--- src/rtl/mux_escalonador_rr.sv ---
// rtl/mux_escalonador_rr.sv - round-robin scheduler sharing an 8:1 byte mux between eight channels
module mux_escalonador_rr #(
    parameter int N_CANAIS = 8,
    parameter int LARGURA  = 8,
    parameter int SEL_W    = 3,
    parameter int CONT_W   = 16
) (
    input  logic                clk,
    input  logic                rst_n,
    input  logic [N_CANAIS-1:0] req,
    output logic [N_CANAIS-1:0] gnt,
    output logic [SEL_W-1:0]    seletor,
    input  logic [LARGURA-1:0]  mux_saida,
    output logic [LARGURA-1:0]  dado_out,
    output logic                dado_valid,
    input  logic                dado_ready,
    output logic [SEL_W-1:0]    canal_out,
    output logic [CONT_W-1:0]   cont_transf
);

    typedef enum logic [1:0] {
        OCIOSO  = 2'd0,
        CAPTURA = 2'd1,
        ENVIA   = 2'd2
    } estado_t;

    estado_t               estado_q;
    logic [SEL_W-1:0]      ptr_q;
    logic [N_CANAIS-1:0]   gnt_q;
    logic [SEL_W-1:0]      sel_q;
    logic [LARGURA-1:0]    dado_q;
    logic                  valid_q;
    logic [SEL_W-1:0]      canal_q;
    logic [CONT_W-1:0]     cont_q;

    logic                  win_found;
    logic [SEL_W-1:0]      win_idx;
    logic [SEL_W-1:0]      cand;
    logic [SEL_W-1:0]      ptr_prox;

    // Scan from farthest to nearest offset so the channel closest to ptr_q wins.
    always_comb begin
        win_found = 1'b0;
        win_idx   = '0;
        cand      = '0;
        for (int i = N_CANAIS - 1; i >= 0; i--) begin
            cand = SEL_W'((int'(ptr_q) + i) % N_CANAIS);
            if (req[cand]) begin
                win_found = 1'b1;
                win_idx   = cand;
            end
        end
    end

    assign ptr_prox = SEL_W'((int'(sel_q) + 1) % N_CANAIS);

    always_ff @(posedge clk) begin
        if (!rst_n) begin
            estado_q <= OCIOSO;
            ptr_q    <= '0;
            gnt_q    <= '0;
            sel_q    <= '0;
            dado_q   <= '0;
            valid_q  <= 1'b0;
            canal_q  <= '0;
            cont_q   <= '0;
        end else begin
            case (estado_q)
                OCIOSO: begin
                    if (win_found) begin
                        sel_q    <= win_idx;
                        gnt_q    <= {{(N_CANAIS-1){1'b0}}, 1'b1} << win_idx;
                        estado_q <= CAPTURA;
                    end
                end
                CAPTURA: begin
                    dado_q   <= mux_saida;
                    canal_q  <= sel_q;
                    valid_q  <= 1'b1;
                    estado_q <= ENVIA;
                end
                ENVIA: begin
                    // Last-served channel drops to lowest priority after the handshake.
                    if (dado_ready) begin
                        valid_q  <= 1'b0;
                        gnt_q    <= '0;
                        ptr_q    <= ptr_prox;
                        cont_q   <= cont_q + 1'b1;
                        estado_q <= OCIOSO;
                    end
                end
                default: begin
                    estado_q <= OCIOSO;
                end
            endcase
        end
    end

    assign gnt         = gnt_q;
    assign seletor     = sel_q;
    assign dado_out    = dado_q;
    assign dado_valid  = valid_q;
    assign canal_out   = canal_q;
    assign cont_transf = cont_q;

endmodule

--- config.mk ---
export PLATFORM = sky130hd
export DESIGN_NAME = mux_escalonador_rr
export DESIGN_NICKNAME = d
export VERILOG_FILES = /design/src/rtl/mux_escalonador_rr.sv
export SDC_FILE = /design/constraint.sdc
export NUM_CORES = 1
export LEC_CHECK = 0
export ABC_AREA = 0
export ABC_CLOCK_PERIOD_IN_PS = 3000
export CORE_UTILIZATION = 48
export CTS_BUF_LIST = sky130_fd_sc_hd__clkbuf_4 sky130_fd_sc_hd__clkbuf_8
export CTS_CLUSTER_DIAMETER = 150
export CTS_CLUSTER_SIZE = 14
export DETAILED_ROUTE_END_ITERATION = 8
export GPL_ROUTABILITY_DRIVEN = 0
export PLACE_DENSITY = 0.86
export SLEW_MARGIN = 40
export SYNTH_ARGS = -nofsm -noshare
export SYNTH_HDL_FRONTEND = slang
export SYNTH_SLANG_ARGS = --single-unit
--- constraint.sdc ---
create_clock -name clk -period 3 [get_ports clk]
set_input_delay 0.6 -clock clk [delete_from_list [all_inputs] [get_ports clk]]
set_output_delay 0.6 -clock clk [all_outputs]
set_load 0.05 [all_outputs]
==> impl_metrics.xml <==
<?xml version="1.0" encoding="UTF-8"?>
<metrics>
  <group name="detailed_routing">
    <metric name="via_count" unit="">2546</metric>
    <metric name="routed_len_inst" unit="um">15.3</metric>
    <metric name="first_pass_iters" unit="">4</metric>
    <metric name="final_routed_wirelength_across_all_metal_layers" unit="um">6700</metric>
    <metric name="antenna_left" unit="">0</metric>
    <metric name="routed_via_density" unit="">5.81</metric>
    <metric name="met2_length" unit="um">3340</metric>
    <metric name="route.top_layer_used" unit="">met4</metric>
    <metric name="routed-wl-met3" unit="um">454</metric>
    <metric name="routed_metal_1_wire_length" unit="um">2750</metric>
    <metric name="post-route-drc-count" unit="">0</metric>
    <metric name="initialDrtViolationCount" unit="">169</metric>
  </group>
  <group name="synth">
    <metric name="number_of_nets_produced_by_synthesis" unit="">317</metric>
    <metric name="post_synth_and_or_nand_nor_area_fraction" unit="%">19.1</metric>
    <metric name="yosysTopAreaCell" unit="">dfxtp_1</metric>
    <metric name="synth-edff-count" unit="">0</metric>
    <metric name="postSynth.asyncResetShare" unit="%">0</metric>
    <metric name="synthXorXnorAreaFrac" unit="%">6.48</metric>
    <metric name="synth_cell_types" unit="">52</metric>
    <metric name="syn-instance-count" unit="">294</metric>
    <metric name="ys_ff_latch" unit="">44</metric>
    <metric name="synthesis.area" unit="mm2">0.00271</metric>
    <metric name="syn_area_per_cell" unit="um2">9.20</metric>
    <metric name="compound_gate_fraction_of_synth_area" unit="%">14.7</metric>
    <metric name="synthMuxAreaShare" unit="%">21.5</metric>
    <metric name="ys_top_cells_by_area" unit="">dfxtp_1 33%, mux4_2 11%, nand2_1 6.7%</metric>
    <metric name="main_combinational_cell_family_by_area_after_synthesis" unit="">multiplexers</metric>
    <metric name="post_synth_fa_ha_maj_area_fraction" unit="%">1.85</metric>
    <metric name="synth_top_flop_cell" unit="">dfxtp_1</metric>
    <metric name="synth-warning-count" unit="">0</metric>
    <metric name="synth_top_area_share" unit="%">32.6</metric>
    <metric name="synth.yosys.seq_area_share" unit="%">32.6</metric>
  </group>
  <group name="cells_and_area">
    <metric name="layout-drive-gt1-share" unit="%">17.4</metric>
    <metric name="insertedDiodeCount" unit="">0</metric>
    <metric name="final_net_count" unit="">390</metric>
    <metric name="post_route_insts_no_fill" unit="">438</metric>
    <metric name="synthToLayoutAreaGrowth" unit="%">33.1</metric>
  </group>
  <group name="power">
    <metric name="max-vdd-ir-drop" unit="V">0.000255</metric>
    <metric name="clock_power_share" unit="%">30.6</metric>
    <metric name="cell_int_power" unit="mW">1.11</metric>
    <metric name="power-per-cell-area" unit="mW/mm2">447</metric>
    <metric name="post-layout-total-power" unit="mW">1.61</metric>
    <metric name="power.static_leakage" unit="nW">1.32</metric>
    <metric name="switching_share" unit="%">30.9</metric>
    <metric name="share_comb_of_total_power" unit="%">29.8</metric>
    <metric name="power.net_switching" unit="mW">0.497</metric>
    <metric name="seq_power_share" unit="%">39.6</metric>
  </group>
  <group name="floorplan">
    <metric name="fp-row-count" unit="">26</metric>
    <metric name="chipHeight" unit="um">77.1</metric>
    <metric name="ioPinCount" unit="">58</metric>
    <metric name="starting_density_of_the_core" unit="%">51.3</metric>
    <metric name="design.core.area" unit="mm2">0.00527</metric>
    <metric name="dieWidth" unit="um">77.1</metric>
    <metric name="fp.dieArea" unit="mm2">0.00594</metric>
  </group>
  <group name="timing">
    <metric name="worst_slew_margin_rel" unit="%">65.4</metric>
    <metric name="final-hold-violation-count" unit="">0</metric>
    <metric name="clock_skew" unit="ns">0.0102</metric>
    <metric name="final_cycle_share" unit="%">95.3</metric>
    <metric name="fin_worst_hold_slack" unit="ns">0.456</metric>
    <metric name="fmax" unit="MHz">350</metric>
    <metric name="report.final.slew_viol_count" unit="">0</metric>
    <metric name="worst_path_setup_slack_after_routing" unit="ns">0.142</metric>
    <metric name="min_period" unit="ns">2.86</metric>
    <metric name="worstMarginPinSlew" unit="ns">0.517</metric>
    <metric name="setup_violations" unit="">0</metric>
  </group>
  <group name="clock_network">
    <metric name="cts-root-to-sink-buffers" unit="">2</metric>
    <metric name="htreeDepth" unit="">2</metric>
    <metric name="tritoncts" unit="">built</metric>
    <metric name="clk_root_buffer_cell" unit="">clkbuf_8</metric>
    <metric name="clk_pin_slew_worst_paths" unit="ns">0.08</metric>
    <metric name="clk_latency" unit="ns">0.30</metric>
    <metric name="cts_hold_buffers" unit="">0</metric>
    <metric name="clock_sink_count" unit="">44</metric>
    <metric name="tritoncts.num_buffers" unit="">5</metric>
    <metric name="cts_post_setup_buffers_inserted" unit="">0</metric>
  </group>
  <group name="global_route">
    <metric name="wire_length_of_the_first_global_routing_pass" unit="um">11500</metric>
    <metric name="gr-total-overflow" unit="">0</metric>
    <metric name="first_global_vias" unit="">2457</metric>
    <metric name="grt_antenna_before_repair" unit="">0</metric>
    <metric name="grt_max_degree" unit="">31</metric>
    <metric name="gr-usage-all-layers" unit="%">24.2</metric>
  </group>
  <group name="placed_design">
    <metric name="io_buffers" unit="">57</metric>
    <metric name="placed_cells_incl_taps" unit="">430</metric>
    <metric name="detailedPlace.worstSlack" unit="ns">-0.145</metric>
    <metric name="post-dp-hpwl" unit="um">4930</metric>
  </group>
  <group name="worst_setup_path">
    <metric name="worst_setup_path_start_kind" unit="">input port</metric>
    <metric name="crit_top_cell" unit="">buf_4</metric>
    <metric name="crit_family" unit="">buffers and inverters</metric>
    <metric name="crit_required" unit="ns">3.19</metric>
    <metric name="worst_setup_path_end_kind" unit="">register</metric>
    <metric name="chain_of_cells_forming_the_critical_path" unit="">clkdlybuf4s50_1, buf_4, mux4_2, nor4_1, buf_4, a311o_1, nor2_1, and2_1, a32o_1</metric>
    <metric name="crit_path_max_fanout" unit="">7</metric>
    <metric name="timing.critical_path.arrival" unit="ns">3.05</metric>
    <metric name="max_stage_delay" unit="ns">0.50</metric>
    <metric name="timing_worst_setup_path_type" unit="">in2reg</metric>
    <metric name="critical_path_buf_inv_count" unit="">3</metric>
    <metric name="cpMaxStageDelayCell" unit="">mux4_2</metric>
  </group>
  <group name="status">
    <metric name="result_of_the_run" unit="">complete, no violations</metric>
  </group>
  <group name="hold_path">
    <metric name="worst_hold_path_type" unit="">reg2reg</metric>
  </group>
  <group name="run">
    <metric name="cap_violations" unit="">0</metric>
  </group>
</metrics>
[power by group through the flow]
| stage | clock (mW) | sequential (mW) | combinational (mW) |
|---|---|---|---|
| 3_5_place_dp | 0 | 0.651 | 0.472 |
| 6_report | 0.493 | 0.638 | 0.480 |
| 2_1_floorplan | 0 | 0.730 | 0.229 |
| 5_1_grt | 0.532 | 0.642 | 0.513 |
| 3_3_place_gp | 0 | 0.649 | 0.462 |
| 4_1_cts | 0.504 | 0.637 | 0.475 |
[tightest hold or removal path, delay by kind of cell, from the launching register on]
family / cells / cell delay [ns]
flops: 1 / 0.31
simple gates: 1 / 0.05
compound gates: 1 / 0.05
[cell usage in the layout (no fill, tap or decap), drive strengths merged, types with 5 or more instances in the layout]
master         count
mux2               8
clkbuf             7
clkdlybuf4s50     57
a21oi             28
nand4              5
buf               25
nor3               5
o21ai              8
mux2i              9
nand3              8
dfxtp             44
mux4              17
inv                6
nor2              25
nand2             48
xor2              16
[per-stage QoR]
| step | setup TNS, ns | util [%] | cell area [um2] |
|---|---|---|---|
| floorplan | 0 | - | 2710 |
| global placement | -0.334 | 65.8 | 3470 |
| detailed placement | -1.01 | 65.8 | 3470 |
| CTS | 0 | 68.2 | 3600 |
| global route | -0.000656 | 68.3 | 3600 |
| finish | 0 | 68.3 | 3600 |
[routing by layer]
layer | track usage, % | up-vias
met5 | 0 | -
met4 | 10.2 | 0
met3 | 6.07 | 18
met2 | 39.6 | 100
met1 | 30.2 | 1200
li1 | - | 1228
[registers in the layout (all words and copies together), names as in the netlist]
register,cells
dado_valid,1
canal_out,3
seletor,3
gnt,8
cont_transf,16
ptr_q,3
estado_q,2
dado_out,8
[cell type report]
cell class	count	area, um2
Multi-Input combinational cell	228	1730
Fill cell	412	1670
Sequential cell	44	881
Timing Repair Buffer	82	758
Clock buffer	7	96.3
Tap cell	70	87.6
Clock inverter	1	30.0
Inverter	6	22.5
[synth_stat cells (all sizes together), types with 5 or more instances]
cell type / number
o21ai: 8
a21oi: 28
nor3: 5
nor2: 25
dfxtp: 44
nand4: 5
nand3: 8
mux4: 17
inv: 6
mux2i: 9
nand2: 48
buf: 9
mux2: 8
xor2: 16
clkbuf: 7
[final timing paths]
kind | startpoint | end | slack (ns) | cells past startpoint
worst max-delay path | req[6] | gnt[5]$_SDFFE_PN0P_ | 0.14 | 9
worst min-delay path | canal_out[0]$_SDFFE_PN0P_ | canal_out[0]$_SDFFE_PN0P_ | 0.46 | 2
worst max register to register | ptr_q[1]$_SDFFE_PN0P_ | gnt[5]$_SDFFE_PN0P_ | 0.16 | 9
worst min register to register | canal_out[0]$_SDFFE_PN0P_ | canal_out[0]$_SDFFE_PN0P_ | 0.46 | 2
[cells by family (layout without fill, tap and decap cells)]
group	Yosys count	after routing
buffers and inverters	22	96
DFF	44	44
muxes	34	34
adders and majority gates	4	4
xor gates and xnor gates	20	20
and+or+nand+nor	109	109
AOI/OAI and AO/OA	61	61
[repair_timing]
item,4_1_cts,5_1_grt
gates resized for setup,0,1
endpoints found under the setup margin,0,10
hold endpoints to repair,0,0
Note: power is estimated with default switching activity, not from simulation.
==> RTL change 1: new RTL, same flow settings <==
Set the parameter `N_CANAIS` to 16 (it was 8).
--- a/src/rtl/mux_escalonador_rr.sv
+++ b/src/rtl/mux_escalonador_rr.sv
@@ -2,3 +2,3 @@
 module mux_escalonador_rr #(
-    parameter int N_CANAIS = 8,
+    parameter int N_CANAIS = 16,
     parameter int LARGURA  = 8,
Ports: changed (resized gnt and req); port bits go from 58 to 74. No check against the original RTL was run, so the function may have changed too.
==> RTL change 1 against the original RTL <==
First-iteration DRC count grew 21%. Combinational power rose by 20%. Sequential cell count unchanged. Area after synthesis is 3.7% higher. Design area is 3.1% higher. Critical path depth stayed put. Power decreased by 2.3%. Worst setup slack worse by 0.049 ns. Routed wire length grew 4.0%. Via count is 3.4% higher. Critical path type unchanged.
==> RTL change 1: results <==
placement:
  post-place-ws_ns: -0.230
  dp_hpwl_um: 5110
global_route:
  grt_usage: 0.233
  grt_pass1_vias: 2474
  grt_max_degree: 37
detailed_routing:
  drt-total-wl_um: 6960
  wl_met2_um: 3500
  first_iter_violations: 204
  wl_met1_um: 2990
  wl_met3_um: 318
critical_path:
  r2r_setup_slack_ns: 0.11
  crit_end: "gnt[1]"
  cp_max_fo: 9
  cp_slowest_cell: "mux4_1"
  cp.arrival_ns: 3.09
logic_synthesis:
  synthDistinctLibCells: 58
  yosys-top-cells-count: "44 x dfxtp_1, 37 x nand2_1, 31 x nor2_1, 28 x a21oi_1"
  yosysSeqAreaShare: 0.314
  synthTopCellsByArea: "dfxtp_1 31%, mux4_1 6.6%, mux4_2 5.6%"
pwr:
  ir_drop_mv: 0.289
  intPower_mw: 1.03
timing:
  relSlewSlack: 0.648
  fin_skew_ns: 0.00711
outcome:
  status: "completed"
hold_path:
  hold_end: "dado_out[1]"
finish:
  fillerInstances: 424
RTL change 1: changes by cell type after synthesis, moves of 6 or more:
cell | unedited run | this run
buf_4 | 2 | 10
inv_1 | 4 | 10
mux4_2 | 13 | 7
nand2_1 | 48 | 37
nor2_1 | 25 | 31
nor3_1 | 2 | 8
xor2_1 | 16 | 7
RTL change 1: logic make-up (layout without fill, tap and decap cells):
family	after synthesis	in the layout	synth area share
other	1	8	0.00134
XOR/XNOR	16	16	0.0500
buffers and inverters	37	109	0.0696
adder cells (fa/ha/maj)	4	4	0.0178
AND/OR/NAND/NOR	109	109	0.184
AO/OA/AOI/OAI	67	67	0.175
multiplexers	31	31	0.188
flip-flops	44	44	0.314
RTL change 1: timing repair:
item	in CTS	in global routing
gates resized for setup	1	5
endpoints found under the hold margin	0	0
endpoints found under the setup margin	4	8
RTL change 1: tightest hold or removal path: cells and delay by family (launching register included):
| kind | cells | cell delay (ns) |
|---|---|---|
| compound gates | 1 | 0.05 |
| flops | 1 | 0.31 |
| simple gates | 1 | 0.05 |
RTL change 1: through the flow:
step	util	std cells	total power, mW	hold slack (ns)
final	0.666	460	1.57	0.456
after global placement	0.645	453	1.20	0.443
after CTS	0.660	460	1.57	0.457
after detailed placement	0.645	453	1.21	0.447
after floorplan	-	316	1.03	0.560
after global routing	0.666	460	1.65	0.471
RTL change 1: area by class of cell:
type                            count  share of cell area
Inverter                           10              0.0101
Clock inverter                      1             0.00135
Tap cell                           72              0.0243
Sequential cell                    44               0.237
Timing Repair Buffer               92               0.225
Clock buffer                        6              0.0206
Multi-Input combinational cell    235               0.481
RTL change 1: metal layers:
layer  up-vias  GRT usage
met5         -          0
met3        15     0.0500
li1       1266          -
met2        84      0.416
met4         0     0.0685
met1      1268      0.280
==> RTL change 2: new RTL, same settings <==
Made on the original files. Encoding of `estado_t`: now one-hot (3 bits for 3 values).
--- a/src/rtl/mux_escalonador_rr.sv
+++ b/src/rtl/mux_escalonador_rr.sv
@@ -20,6 +20,6 @@
 
-    typedef enum logic [1:0] {
-        OCIOSO  = 2'd0,
-        CAPTURA = 2'd1,
-        ENVIA   = 2'd2
+    typedef enum logic [2:0] {
+        OCIOSO  = 3'b001,
+        CAPTURA = 3'b010,
+        ENVIA   = 3'b100
     } estado_t;
Behaviour: same outputs for any inputs over 4 cycles, from zero or initial values and one cycle with rst_n low; so few cycles prove little.
==> RTL change 2 against the original RTL <==
Area after synthesis increased by 5.4%. Worst setup slack worse by 0.14 ns. Design area up 7.4%. Sequential share of layout area decreased by 1.2 points. Sequential cell count up 1. Routed wire length increased by 13%. Sequential power barely moved. Power down 13%. Critical endpoint unchanged. Highest routed layer unchanged.
==> RTL change 2: results <==
outcome:
  status: "completed"
logic_synthesis:
  post_synth_xor_area_fraction: 0.0553
  yosys-top-cells-count: "48 x nand2_1, 45 x dfxtp_1, 33 x nor2_1, 27 x a21oi_1, 15 x clkbuf_1"
  yosysSeqAreaShare: 0.316
  synth_compound_area_frac: 0.176
  synth.mux.area_fraction: 0.175
  synthTopCellsByArea: "dfxtp_1 32%, mux4_2 8.7%, nand2_1 6.3%"
  syn_nets: 355
  yosysWarnings: 0
  syn_inst: 332
  synthDistinctLibCells: 54
  synthAdderAreaFrac: 0.0176
  yosysMostFrequentCell: "nand2_1"
pwr:
  ir_drop_mv: 0.317
  leakagePower_nw: 1.43
clocking:
  cts_buffers: 5
  clkLatencyLatePin_ns: 0.29
  cts-root-buf: "clkbuf_8"
  clk_path_buf_depth: 2
  path_clk_slew_ns: 0.08
detailed_routing:
  first_iter_violations: 307
  post_drt_wl_per_cell_um: 15.5
  via_per_inst: 5.85
  vias: 2844
  dr.pass1.iters: 4
finish:
  layout-drive-gt1-share: 0.196
  num-nets-final: 436
  largest_register_ffs: 16
timing:
  tns_ns: 0
  fin_skew_ns: 0.00827
  relSlewSlack: 0.647
global_route:
  grt_pass1_vias: 2726
  met2_usage: 0.435
  grt.met3_usage: 0.0621
  grt_usage: 0.246
  grt_pass1_wl_um: 12300
  gr-usage-met1: 0.294
  grt_max_degree: 30
hold_path:
  hp-class: "reg -> reg"
placement:
  dp_hpwl_um: 5460
  post-place-ws_ns: -0.317
  dp.cells: 478
critical_path:
  cpLargestDelayFamily: "buffers and inverters"
  cp.arrival_ns: 3.19
  cp_max_fo: 9
  cp_slowest_stage_delay_ns: 0.59
  cp_slowest_cell: "clkdlybuf4s50_1"
## RTL change 2: final cells by class
cell class	instances	area (µm²)
Clock inverter	1	5.00
Tap cell	72	90.1
Clock buffer	7	96.3
Timing Repair Buffer	98	903
Sequential cell	45	901
Multi-Input combinational cell	252	1830
Inverter	11	42.5
Fill cell	437	1740
## RTL change 2: metal layers
| layer | up-vias | part of all wire |
|---|---|---|
| met5 | - | 0 |
| met2 | 121 | 0.50 |
| li1 | 1356 | - |
| met4 | 0 | 0.018 |
| met1 | 1349 | 0.41 |
| met3 | 18 | 0.071 |
## RTL change 2: report_power, final
| part | switching, mW | internal [mW] |
|---|---|---|
| sequential | 0.0203 | 0.619 |
| clock | 0.197 | 0.208 |
| combinational | 0.199 | 0.157 |
## RTL change 2: timing repair
item | CTS | global route
setup buffers | 0 | 0
endpoints found under the hold margin | 0 | 0
resized for setup | 2 | 10
setup endpoints to repair | 3 | 7
## RTL change 2: logic make-up after synthesis
logic type | count (synthesis)
AO/OA/AOI/OAI | 71
XOR/XNOR | 18
adder cells (fa/ha/maj) | 4
buffers and inverters | 35
flip-flops | 45
multiplexers | 33
AND/OR/NAND/NOR | 126
## RTL change 2: per-stage QoR
stage | area (µm²) | total power [mW]
finish | 3870 | 1.40
floorplan | 2860 | 0.864
CTS | 3830 | 1.40
global placement | 3730 | 0.994
global route | 3870 | 1.47
detailed placement | 3730 | 1.00
## RTL change 2: worst reg2reg max path: stages (launching register included)
cell	delay (ns)
dfxtp_1	0.35
clkinv_2	0.07
ha_1	0.31
buf_4	0.22
mux4_2	0.36
mux2_2	0.31
a2111o_1	0.42
o211ai_2	0.21
o21ba_2	0.22
a32o_1	0.27
## RTL change 2: worst paths after layout
kind / start / to / slack (ns) / cells after the start
max reg2reg: ptr_q[0] / gnt[1] / 0.16 / 9
min: dado_out[1] / dado_out[1] / 0.46 / 2
max: req[6] / gnt[5] / 0.006 / 10
min reg2reg: dado_out[1] / dado_out[1] / 0.46 / 2
